$ cat src/rtl/ir_sequencer.sv
// Instruction sequencer: owns the PC, issues single-word fetches, and holds each
// returned word in the IR until the fetch stage accepts it. Handles start/halt/jump.
module ir_sequencer #(
  parameter int DATA_WIDTH = 16,
  parameter int ADDR_WIDTH = 16
) (
  input  logic                  clk,
  input  logic                  rst_n,
  input  logic                  i_start,
  input  logic [ADDR_WIDTH-1:0] i_start_addr,
  input  logic                  i_halt,
  input  logic                  i_jump_en,
  input  logic [ADDR_WIDTH-1:0] i_jump_addr,
  output logic                  o_mem_req,
  output logic [ADDR_WIDTH-1:0] o_mem_addr,
  input  logic                  i_mem_gnt,
  input  logic                  i_mem_rvalid,
  input  logic [DATA_WIDTH-1:0] i_mem_rdata,
  output logic [DATA_WIDTH-1:0] o_ir,
  output logic                  o_ir_regfile_en,
  input  logic                  i_ir_ready,
  output logic [ADDR_WIDTH-1:0] o_pc,
  output logic                  o_busy
);

  typedef enum logic [1:0] {
    IDLE = 2'd0,
    REQ  = 2'd1,
    WAIT = 2'd2,
    HOLD = 2'd3
  } state_t;

  state_t                  state;
  logic [ADDR_WIDTH-1:0]   pc;
  logic [DATA_WIDTH-1:0]   ir;
  logic                    discard;
  logic                    halt_pend;
  logic                    halt_now;

  assign halt_now = halt_pend | i_halt;

  // NOTE: all state uses non-blocking assignments so every branch sees the
  // pre-edge values of pc/state/discard regardless of statement order.
  always_ff @(posedge clk or negedge rst_n) begin
    if (!rst_n) begin
      state     <= IDLE;
      pc        <= '0;
      ir        <= '0;
      discard   <= 1'b0;
      halt_pend <= 1'b0;
    end else begin
      case (state)
        IDLE: begin
          halt_pend <= 1'b0;
          discard   <= 1'b0;
          if (i_start) begin
            pc    <= i_start_addr;
            state <= REQ;
          end
        end

        REQ: begin
          if (i_halt) halt_pend <= 1'b1;
          if (i_jump_en) begin
            pc <= i_jump_addr;
            // A grant in the jump cycle fetched the old address; drop its data.
            if (i_mem_gnt) begin
              state   <= WAIT;
              discard <= 1'b1;
            end
          end else if (i_mem_gnt) begin
            state <= WAIT;
          end else if (halt_now) begin
            state <= IDLE;
          end
        end

        WAIT: begin
          if (i_halt)    halt_pend <= 1'b1;
          if (i_jump_en) pc        <= i_jump_addr;
          if (i_mem_rvalid) begin
            if (discard || i_jump_en) begin
              discard <= 1'b0;
              state   <= REQ;
            end else begin
              ir    <= i_mem_rdata;
              state <= HOLD;
            end
          end else if (i_jump_en) begin
            discard <= 1'b1;
          end
        end

        HOLD: begin
          if (i_halt) halt_pend <= 1'b1;
          // Jump drops the held word and wins over the PC increment.
          if (i_jump_en || i_ir_ready) begin
            pc    <= i_jump_en ? i_jump_addr : pc + ADDR_WIDTH'(1);
            state <= halt_now ? IDLE : REQ;
          end
        end

        default: state <= IDLE;
      endcase
    end
  end

  assign o_mem_req       = (state == REQ);
  assign o_mem_addr      = pc;
  assign o_pc            = pc;
  assign o_ir            = ir;
  assign o_ir_regfile_en = (state == HOLD);
  assign o_busy          = (state != IDLE);

endmodule

$ cat config.mk
export PLATFORM = sky130hd
export DESIGN_NAME = ir_sequencer
export DESIGN_NICKNAME = d
export VERILOG_FILES = /design/src/rtl/ir_sequencer.sv
export SDC_FILE = /design/constraint.sdc
export NUM_CORES = 1
export LEC_CHECK = 0
export CAP_MARGIN = 5
export CORE_MARGIN = 3
export CORE_UTILIZATION = 46
export CTS_CLUSTER_DIAMETER = 100
export DETAILED_ROUTE_END_ITERATION = 12
export GPL_TIMING_DRIVEN = 0
export HOLD_SLACK_MARGIN = 0.05
export PLACE_DENSITY_LB_ADDON = 0.1
export SKIP_LAST_GASP = 1
export SYNTH_ARGS = -nofsm -noshare
export SYNTH_HDL_FRONTEND = slang
export SYNTH_SLANG_ARGS = --single-unit
$ cat constraint.sdc
create_clock -name clk -period 5.05 [get_ports clk]
set_input_delay 1.01 -clock clk [delete_from_list [all_inputs] [get_ports clk]]
set_output_delay 1.01 -clock clk [all_outputs]
set_load 0.01 [all_outputs]
Word-level counts from Yosys, hierarchy flattened
Cells that the tools add are included.

Bits in registers: 36. Word-level logic and storage cells: 56. Input port bits: 56. Output and inout port bits: 51.

Bitwise gates (word level): 2. $add $sub $neg: 1. Reductions and logical operators: 11. Eq/ne operators: 14. Muxes and demuxes: 23.

Operators with widths (number): 16-bit 2-to-1 mux (4); 16-bit one-hot mux with 3 select lines (1); 16-bit by 1-bit adder with 16-bit output (second input constant) (1); 2-bit 2-to-1 mux (8); 5-bit AND reduction (2); 2-bit by 1-bit inequality test with 1-bit output (second input constant) (4); 2-bit one-hot mux with 4 select lines (1); 1-bit 2-to-1 mux (7); 2-bit inequality test (second input constant) (3); 3-bit inequality test (second input constant) (2); 3-bit AND reduction (2); 2-bit equality test (second input constant) (2); 3-bit by 1-bit inequality test with 1-bit output (second input constant) (1); 3-bit by 2-bit inequality test with 1-bit output (second input constant) (1); 1-bit one-hot mux with 3 select lines (1); 3-bit nonzero test (1); 3-bit OR reduction (1); 2-bit by 1-bit equality test with 1-bit output (second input constant) (1); 2-bit logical NOT (1); 1-bit logical OR (2); 1-bit one-hot mux with 2 select lines (1); 2-bit nonzero test (1); 2-bit OR reduction (1); 1-bit NOT (1); 1-bit bitwise OR (1).

Logic depth before layout (Yosys ltp)
Gate-level depths: netlist (run 1).

Word-level depth: 5. Mapped depth: 9. Depth with buffers taken out: 6.

Worst setup path before layout (run 1)
OpenSTA, ideal clock, no wires.

Path type: input -> register. Start: input i_jump_en. End: register ir[0], in the netlist o_ir[0]. Stages on the path: 4. Data arrival time: 2.142 ns. Required time: 4.925 ns. Slack: 2.783 ns. Cell sequence: or3b_1 > nor2_4 > buf_4 > mux2_2.

Word-level cells in the longest chain between the ends: 3.

RTL lines: from (decl) (line 12) `input logic i_jump_en,`; 1-bit logical OR (line 82) `if (discard || i_jump_en) begin`; 1-bit NOT (no line); 3-bit AND reduction (no line); to (signal assigned) (line 86) `ir <= i_mem_rdata;`; to (decl) (line 35) `logic [DATA_WIDTH-1:0] ir;`.

Every way passes these cells. A chain may end at the register's enable or synchronous reset.

Worst setup path after layout (run 1)
Start: input i_jump_en. End: register pc[5], in the netlist o_mem_addr[5].

Word-level cells in the longest chain between the ends: 3. Elaborated cells on any way between the ends: 7.

RTL lines: 16-bit 2-to-1 mux / 1-bit logical OR (equally long branches) (line 98, 97); 16-bit 2-to-1 mux / 2-bit by 1-bit inequality test with 1-bit output (equally long branches); 16-bit one-hot mux with 3 select lines / 3-bit AND reduction (equally long branches); to (signal assigned) (line 57) `pc <= i_start_addr;`; to (signal assigned) (line 65) `pc <= i_jump_addr;`; to (signal assigned) (line 98) `pc <= i_jump_en ? i_jump_addr : pc + ADDR_WIDTH'(1);`; to (decl) (line 34) `logic [ADDR_WIDTH-1:0] pc;`.

Parallel ways exist; a longest one is shown, timed or not. The select of a mux whose other input is x is not followed.

==> results.toml, run 1 <==
[worst_setup_path]
worstPathCellList = "clkdlybuf4s50_1 > buf_2 > a21o_1 > buf_2 > a2111oi_0 > o22ai_1"
crit_required_ns = 5.21
cp-start-kind = "input pin"
worst-path-buf-inv = 3
critPathMaxStageDelay_ns = 0.53
arrival_ns = 2.85
end_kind = "flip-flop"
slowest_stage = "clkdlybuf4s50_1"
critPathTopFamily = "buffers and inverters"
cpMostUsedCell = "buf_2"
crit_type = "input pin to flip-flop"
crit_fanout = 10

[floorplan]
start_util_pct = 49.5
coreArea_sq_um = 4910
placementRows = 25
io_pins = 107
die_h_microns = 78.7
die_area_sq_um = 6190
dieWidth_microns = 78.7

[cts]
cts_sinks = 36
cts_hold_buffers = 0
numCtsBuffers = 5
insertion_delay_ns = 0.29
clk_pin_slew_ns = 0.08
cts-root-buf = "clkbuf_8"
cts_resized = 0
htree_levels = 2
cts_tree = "done"
post_cts_buffers = 0
clockBufferDepth = 2

[logic_synthesis]
yosys_warnings = 0
synthMuxAreaShare_pct = 8.34
syn-cell-area_sq_um = 2430
async_flop_share_pct = 100
synth_top_family_by_area = "compound AO/OA/AOI/OAI gates"
synth-xor-area-share_pct = 0.360
synth_flop_cell = "dfrtp_1"
synthAdderAreaFrac_pct = 3.09
yosysSeqAreaShare_pct = 37.1
synthCells = 253
ys_ff_latch = 36
ys_types = 54
synth_fp_nets = 315
synthSimpleGateAreaFrac_pct = 18.6
avgSynthCellArea_sq_um = 9.61
synth_edf_count = 0
synth_compound_area_share_pct = 22.2

[final_layout]
layout_common_cells = "105 x clkdlybuf4s50_1, 36 x dfrtp_1, 21 x o21ai_0"
n_antenna_cell = 0
fill_cells = 356
final_common_cell = "clkdlybuf4s50_1"
nets = 428
drive_gt1_share_pct = 16.6
syn_to_final_growth_pct = 51.5
postLayoutCellArea_sq_um = 3680

[place]
port_buffers = 106
hpwlAfterDp_microns = 5280
place_congestion = 0.854
place_area_sq_um = 3570

[global_route]
grt_max_degree = 37
grt_antenna_before_repair = 0
grt_pass1_wl_microns = 11800
grt_overflow_total = 0
grt_util_all_layers_pct = 24.0
first_global_vias = 2447

[timing]
hold_viol = 0
slew_headroom_pct = 43.7
finalSetupTns_ns = 0
setup_viol = 0
rsz0062_at_grt = "false"
clock.fmax_mhz = 371
period_needed_ns = 2.70
worstMarginPinSlew_ns = 0.845
skew_ns = 0.00511
maxSlewViolCount = 0
timing.final.crit_share_pct = 53.4

[power_and_ir_drop]
irDropWorstVdd_mv = 0.366
finalPower_w = 0.00235
p_leak_nw = 1.49
p_per_area_nw_per_um2 = 637

[run_status]
outcome = "finished, final reports clean"

[route]
num_vias = 2411
drtAntennaViolNets = 0
wl_per_cell_microns = 16.1
drc_errors = 0
drt_iter0_drc = 136
first_pass_iters = 4
wirelength_microns = 6990
via_per_inst = 5.56

[job]
max-cap-violations = 0

[min_path]
hp-class = "flip-flop to flip-flop"
## cells in the mapped netlist (all sizes together) (2+ instances only)
library cell	n	area (sq um)
nor2b	12	75.1
a2111oi	3	45.1
o21ai	21	105
inv	12	45.0
dfrtp	36	901
o31ai	7	52.6
o22ai	2	12.5
a221oi	5	43.8
nor2	7	33.8
a21o	2	15.0
nand4	3	25.0
a221o	3	30.0
nand2	13	48.8
a2bb2oi	2	17.5
and4	2	17.5
ha	6	75.1
clkbuf	7	26.3
nand2b	5	31.3
mux2	18	203
a31oi	3	18.8
and2	4	25.0
o32ai	2	17.5
nor4	5	31.3
buf	24	181
a31o	3	26.3
nor3	9	50.1
a211oi	4	30.0
nand3	7	45.0
and3	2	12.5
a21oi	8	40.0
## routing by layer
layer,routed length (microns),up-vias,track usage [%]
met3,663,6,6.24
li1,-,1148,-
met1,2760,1141,28.4
met5,0,-,0
met4,82,0,8.57
met2,3490,116,41.8
## final cells by class
| type | count | area (sq um) | share of cell area (%) |
|---|---|---|---|
| multi-input combinational | 174 | 1280 | 34.7 |
| buffer | 31 | 208 | 5.64 |
| sequential | 36 | 901 | 24.5 |
| inverter | 12 | 45.0 | 1.22 |
| clock inverter | 3 | 42.5 | 1.16 |
| timing repair buffer | 106 | 1060 | 28.7 |
| tap | 67 | 83.8 | 2.28 |
| clock buffer | 5 | 68.8 | 1.87 |
## where the power goes
group / switching, W / internal, W / total [W] / leakage [nW]
logic: 0.000683 / 0.000811 / 0.00149 / 0.983
clock network: 0.000111 / 0.000146 / 0.000257 / 0.0541
registers: 0.000158 / 0.000438 / 0.000596 / 0.451
## registers in the layout, summed over array words and instances (netlist names)
register    flops
discard         1
halt_pend       1
o_ir           16
o_mem_addr     16
state           2
## kinds of logic (layout without fill, tap and decap cells)
family	after synthesis	after routing
flops	36	36
simple gates	74	74
compound gates	75	75
fa+ha+maj	6	6
buf+inv	43	157
mux	18	18
xor+xnor	1	1
## path summary, 6_finish.rpt
kind	from	end	slack, ns	cells past startpoint
min reg2reg	o_ir[6]	o_ir[6]	0.51	1
min in group asynchronous	rst_n	o_mem_addr[3]	0.81	1
max	i_jump_en	o_mem_addr[5]	2.35	6
max in group asynchronous	rst_n	o_ir[11]	3.70	1
max reg2reg	state[0]	o_mem_addr[15]	2.69	7
min	o_ir[6]	o_ir[6]	0.51	1
## stage by stage
step	cells	util [%]	setup slack [ns]	hold slack, ns
after floorplan	253	-	2.78	0.468
after global placement	426	72.8	2.06	0.488
after detailed placement	426	72.7	2.06	0.496
after CTS	434	75.0	2.34	0.513
after global routing	434	75.0	2.22	0.532
final	434	75.0	2.35	0.507
(Power assumes the default switching activity.)
==> run 2: changes to the inputs <==
--- a/config.mk
+++ b/config.mk
@@ -7,7 +7,7 @@
 export LEC_CHECK = 0
 export CAP_MARGIN = 5
 export CORE_MARGIN = 3
-export CORE_UTILIZATION = 46
+export CORE_UTILIZATION = 43
 export CTS_CLUSTER_DIAMETER = 100
 export DETAILED_ROUTE_END_ITERATION = 12
 export GPL_TIMING_DRIVEN = 0
==> constraint.sdc (replaced) <==
create_clock -name clk -period 2.8 [get_ports clk]
set_input_delay 0.56 -clock clk [delete_from_list [all_inputs] [get_ports clk]]
set_output_delay 0.56 -clock clk [all_outputs]
set_load 0.01 [all_outputs]
==> results.toml, run 2 (same netlist as run 1, synthesis figures left out) <==
[run_status]
outcome = "finished, final reports clean"

[cts]
cts_tree = "done"
cts_resized = 0
insertion_delay_ns = 0.29
cts-root-buf = "clkbuf_8"
htree_levels = 2
numCtsBuffers = 5
cts_sinks = 36
clockBufferDepth = 2
clk_pin_slew_ns = 0.08
cts_hold_buffers = 0
post_cts_buffers = 0

[timing]
skew_ns = 0.00340
period_needed_ns = 2.38
timing.final.crit_share_pct = 85.1
worstMarginPinSlew_ns = 0.812
rsz0062_at_grt = "false"
setup_viol = 0
hold_viol = 0
slew_headroom_pct = 45.8
clock.fmax_mhz = 420
finalSetupTns_ns = 0
maxSlewViolCount = 0

[floorplan]
placementRows = 26
die_h_microns = 81.2
coreArea_sq_um = 5270
die_area_sq_um = 6590
start_util_pct = 46.1
dieWidth_microns = 81.2
io_pins = 107

[power_and_ir_drop]
p_int_w = 0.00252
switching_share_pct = 40.3
p_clk_share_pct = 10.9
p_per_area_nw_per_um2 = 1140
pwr-share-comb_pct = 63.7
p_switching_w = 0.00170
p_seq_share_pct = 25.4
p_leak_nw = 1.49
irDropWorstVdd_mv = 0.614

[worst_setup_path]
crit_type = "flip-flop to flip-flop"
crit_path_end = "o_mem_addr[15]"
crit_fanout = 8
reg2reg_depth = 7
end_kind = "flip-flop"
cp-start-kind = "flip-flop"
regToRegEndpoint = "o_mem_addr[15]"
crit_path_start = "state[0]"
arrival_ns = 2.56
rrSetupSlack_ns = 0.42
crit_required_ns = 2.98
r2r_start = "state[0]"

[final_layout]
final_common_cell = "clkdlybuf4s50_1"
nets = 428
drive_gt1_share_pct = 16.6
utilization_pct = 69.9
layout_common_cells = "105 x clkdlybuf4s50_1, 36 x dfrtp_1, 21 x o21ai_0"
final_cells = 437
postLayoutCellArea_sq_um = 3690
n_antenna_cell = 0
syn_to_final_growth_pct = 51.6

[route]
drtAntennaViolNets = 0
wl_per_cell_microns = 15.7
num_vias = 2394
via_per_inst = 5.48
drt_iter0_drc = 134
wirelength_microns = 6850
first_pass_iters = 4
drc_errors = 0

[global_route]
grt_overflow_total = 0
first_global_vias = 2372
grt_antenna_before_repair = 0
grt_max_degree = 37
grt_util_all_layers_pct = 22.0
grt_pass1_wl_microns = 11200

[place]
port_buffers = 106
hpwlAfterDp_microns = 5160
place_area_sq_um = 3570
place_congestion = 0.832
placed_cells = 429

[job]
max-cap-violations = 0

[min_path]
hp-class = "input pin to asynchronous set/reset pin"
==> run 2: cell counts in the layout (fill, tap and decap cells not counted) <==
Identical to the previous run, type by type.
==> run 2: per-stage QoR <==
stage | power (W) | hold WS (ns) | setup WS (ns)
2_1_floorplan | 0.00259 | 0.264 | 0.818
3_3_place_gp | 0.00370 | 0.488 | 0.214
3_5_place_dp | 0.00376 | 0.495 | 0.278
4_1_cts | 0.00424 | 0.401 | 0.408
5_1_grt | 0.00455 | 0.423 | 0.279
6_report | 0.00421 | 0.353 | 0.418
==> run 2: worst min path at each step <==
| stage | to | slack, ns | depth (start not counted) | from |
|---|---|---|---|---|
| after CTS | o_mem_addr[3] | 0.40 | 1 | rst_n |
| after floorplan | discard | 0.26 | 0 | rst_n |
| final | o_mem_addr[3] | 0.35 | 1 | rst_n |
| after global placement | o_ir[6] | 0.49 | 1 | o_ir[6] |
| after detailed placement | o_ir[10] | 0.50 | 1 | o_ir[10] |
| after global routing | o_ir[3] | 0.42 | 1 | rst_n |
==> run 2: layout make-up <==
cell class | instances | area, sq um
buffer | 31 | 208
clock buffer | 5 | 68.8
clock inverter | 3 | 42.5
fill | 448 | 1580
inverter | 12 | 45.0
multi-input combinational | 174 | 1280
sequential | 36 | 901
tap | 70 | 87.6
timing repair buffer | 106 | 1060
==> run 2: per-layer routing <==
layer,vias to the layer above,part of all wire [%],global-route usage (%)
met2,99,50,38.1
met5,-,0,0
met3,10,8.9,6.76
li1,1160,-,-
met1,1125,40,26.0
met4,0,2.0,6.59
==> run 2: worst max-delay path, stage by stage (launching register included) <==
cell	delay (ns)
dfrtp_1	0.41
inv_1	0.14
ha_1	0.24
clkbuf_1	0.20
nor2b_1	0.20
nor3_2	0.41
mux2_2	0.40
a211o_1	0.27
==> run 2: power by group through the flow <==
stage,sequential [W],combinational [W],clock [W]
2_1_floorplan,0.00114,0.00145,0
3_3_place_gp,0.00106,0.00264,0
3_5_place_dp,0.00108,0.00268,0
4_1_cts,0.00107,0.00270,0.000470
5_1_grt,0.00112,0.00294,0.000491
6_report,0.00107,0.00268,0.000461
==> run 3: changes to the inputs <==
--- a/config.mk
+++ b/config.mk
@@ -10,7 +10,6 @@
 export CORE_UTILIZATION = 43
 export CTS_CLUSTER_DIAMETER = 100
 export DETAILED_ROUTE_END_ITERATION = 12
-export GPL_TIMING_DRIVEN = 0
 export HOLD_SLACK_MARGIN = 0.05
 export PLACE_DENSITY_LB_ADDON = 0.1
 export SKIP_LAST_GASP = 1
==> constraint.sdc (replaced) <==
create_clock -name clk -period 2.6 [get_ports clk]
set_input_delay 0.52 -clock clk [delete_from_list [all_inputs] [get_ports clk]]
set_output_delay 0.52 -clock clk [all_outputs]
set_load 0.01 [all_outputs]
==> results.toml, run 3 (same netlist as run 1, synthesis figures left out) <==
[global_route]
grt_pass1_wl_microns = 10600
grt_antenna_before_repair = 0
grt_overflow_total = 0
first_global_vias = 2239
grt_util_all_layers_pct = 20.6
globalRouteMet1Util_pct = 25.2
top_usage_layer = "met2"
gr-usage-met2_pct = 34.6
use_met3_pct = 6.65
grt_max_degree = 37

[timing]
setup_viol = 0
slew_headroom_pct = 43.4
worstMarginPinSlew_ns = 0.848
maxSlewViolCount = 0
clock.fmax_mhz = 456
period_needed_ns = 2.19
timing.final.crit_share_pct = 84.4
finalSetupTns_ns = 0
skew_ns = 0.00599
fin_hold_ws_ns = 0.325
rsz0062_at_grt = "false"
hold_viol = 0

[floorplan]
io_pins = 107
coreArea_sq_um = 5270
placementRows = 26
dieWidth_microns = 81.2
die_area_sq_um = 6590
die_h_microns = 81.2
start_util_pct = 46.1

[cts]
htree_levels = 2
cts_tree = "done"
numCtsBuffers = 5
insertion_delay_ns = 0.29
clockBufferDepth = 2
cts_hold_buffers = 0
cts_sinks = 36
post_cts_buffers = 0
cts_resized = 0
clk_pin_slew_ns = 0.07
cts-root-buf = "clkbuf_8"

[route]
drc_errors = 0
drt_iter0_drc = 149
wirelength_microns = 6530
wl_per_cell_microns = 15.6
via_per_inst = 5.47
first_pass_iters = 4
num_vias = 2287
drtAntennaViolNets = 0

[final_layout]
syn_to_final_growth_pct = 47.3
final_common_cell = "clkdlybuf4s50_1"
n_antenna_cell = 0
nets = 409
drive_gt1_share_pct = 14.1
fill_cells = 416
layout_common_cells = "105 x clkdlybuf4s50_1, 36 x dfrtp_1, 21 x o21ai_0"
utilization_pct = 67.9
final_cells = 418

[worst_setup_path]
crit_fanout = 6
crit_type = "flip-flop to output pin"
crit_required_ns = 2.08
slowest_stage = "clkdlybuf4s50_1"
cp-start-kind = "flip-flop"
critPathMaxStageDelay_ns = 0.58
arrival_ns = 1.67
worstPathCellList = "inv_1 > ha_1 > clkdlybuf4s50_1"
end_kind = "output pin"

[power_and_ir_drop]
p_per_area_nw_per_um2 = 1210
pwr-share-comb_pct = 61.5
finalPower_w = 0.00433
p_seq_share_pct = 27.0
irDropWorstVdd_mv = 0.596
p_clk_share_pct = 11.4
switching_share_pct = 40.5
p_int_w = 0.00257
p_switching_w = 0.00175
p_leak_nw = 1.42

[min_path]
hp-class = "input pin to asynchronous set/reset pin"

[place]
port_buffers = 106
place_congestion = 0.819
hpwlAfterDp_microns = 4790
placed_cells = 410

[run_status]
outcome = "finished, final reports clean"

[job]
max-cap-violations = 0
-- run 3: cell types whose count changed in the layout (fill, tap and decap cells not counted), sizes merged --
cell	change
buf	-12
clkbuf	-7
-- run 3: worst max-delay path: cells and delay by family, from the launching register on --
| family | cells | cell delay, ns |
|---|---|---|
| adder cells (fa/ha/maj) | 1 | 0.26 |
| flip-flops | 1 | 0.41 |
| buffers and inverters | 2 | 0.72 |
-- run 3: path summary, 6_finish.rpt --
check	from	to	slack (ns)	cells after the start
worst max register to register	state[0]	o_mem_addr[13]	0.53	6
worst min-delay path	rst_n	o_mem_addr[2]	0.33	1
worst min register to register	o_ir[3]	o_ir[3]	0.51	1
min in group clk	o_ir[3]	o_ir[3]	0.51	1
worst max-delay path	state[1]	o_mem_req	0.41	3
max in group asynchronous	rst_n	halt_pend	1.73	1
-- run 3: final cells by class --
class                      instances  area (sq um)  share of cell area [%]
clock inverter                     3          42.5                    1.19
timing repair buffer             118          1160                    32.4
sequential                        36           901                    25.2
clock buffer                       5          68.8                    1.92
multi-input combinational        174          1280                    35.7
inverter                          12          45.0                    1.26
tap                               70          87.6                    2.45
-- run 3: power groups by stage --
stage / logic, W / clock network (W) / registers (W)
CTS: 0.00269 / 0.000508 / 0.00117
floorplan: 0.00156 / 0 / 0.00123
global placement: 0.00264 / 0 / 0.00116
finish: 0.00266 / 0.000494 / 0.00117
detailed placement: 0.00267 / 0 / 0.00117
global route: 0.00290 / 0.000540 / 0.00122
-- run 3: metrics by stage --
step           cell area (sq um)  setup WS [ns]
6_report                    3580          0.406
2_1_floorplan               2430          0.618
3_3_place_gp                3470          0.292
3_5_place_dp                3470          0.259
4_1_cts                     3580          0.383
5_1_grt                     3580          0.285
-- run 3: layer usage --
layer / wire length (microns) / part of all wire (%)
met2: 3160 / 48
met5: 0 / 0
met1: 2740 / 42
met3: 567 / 8.7
met4: 62 / 0.95
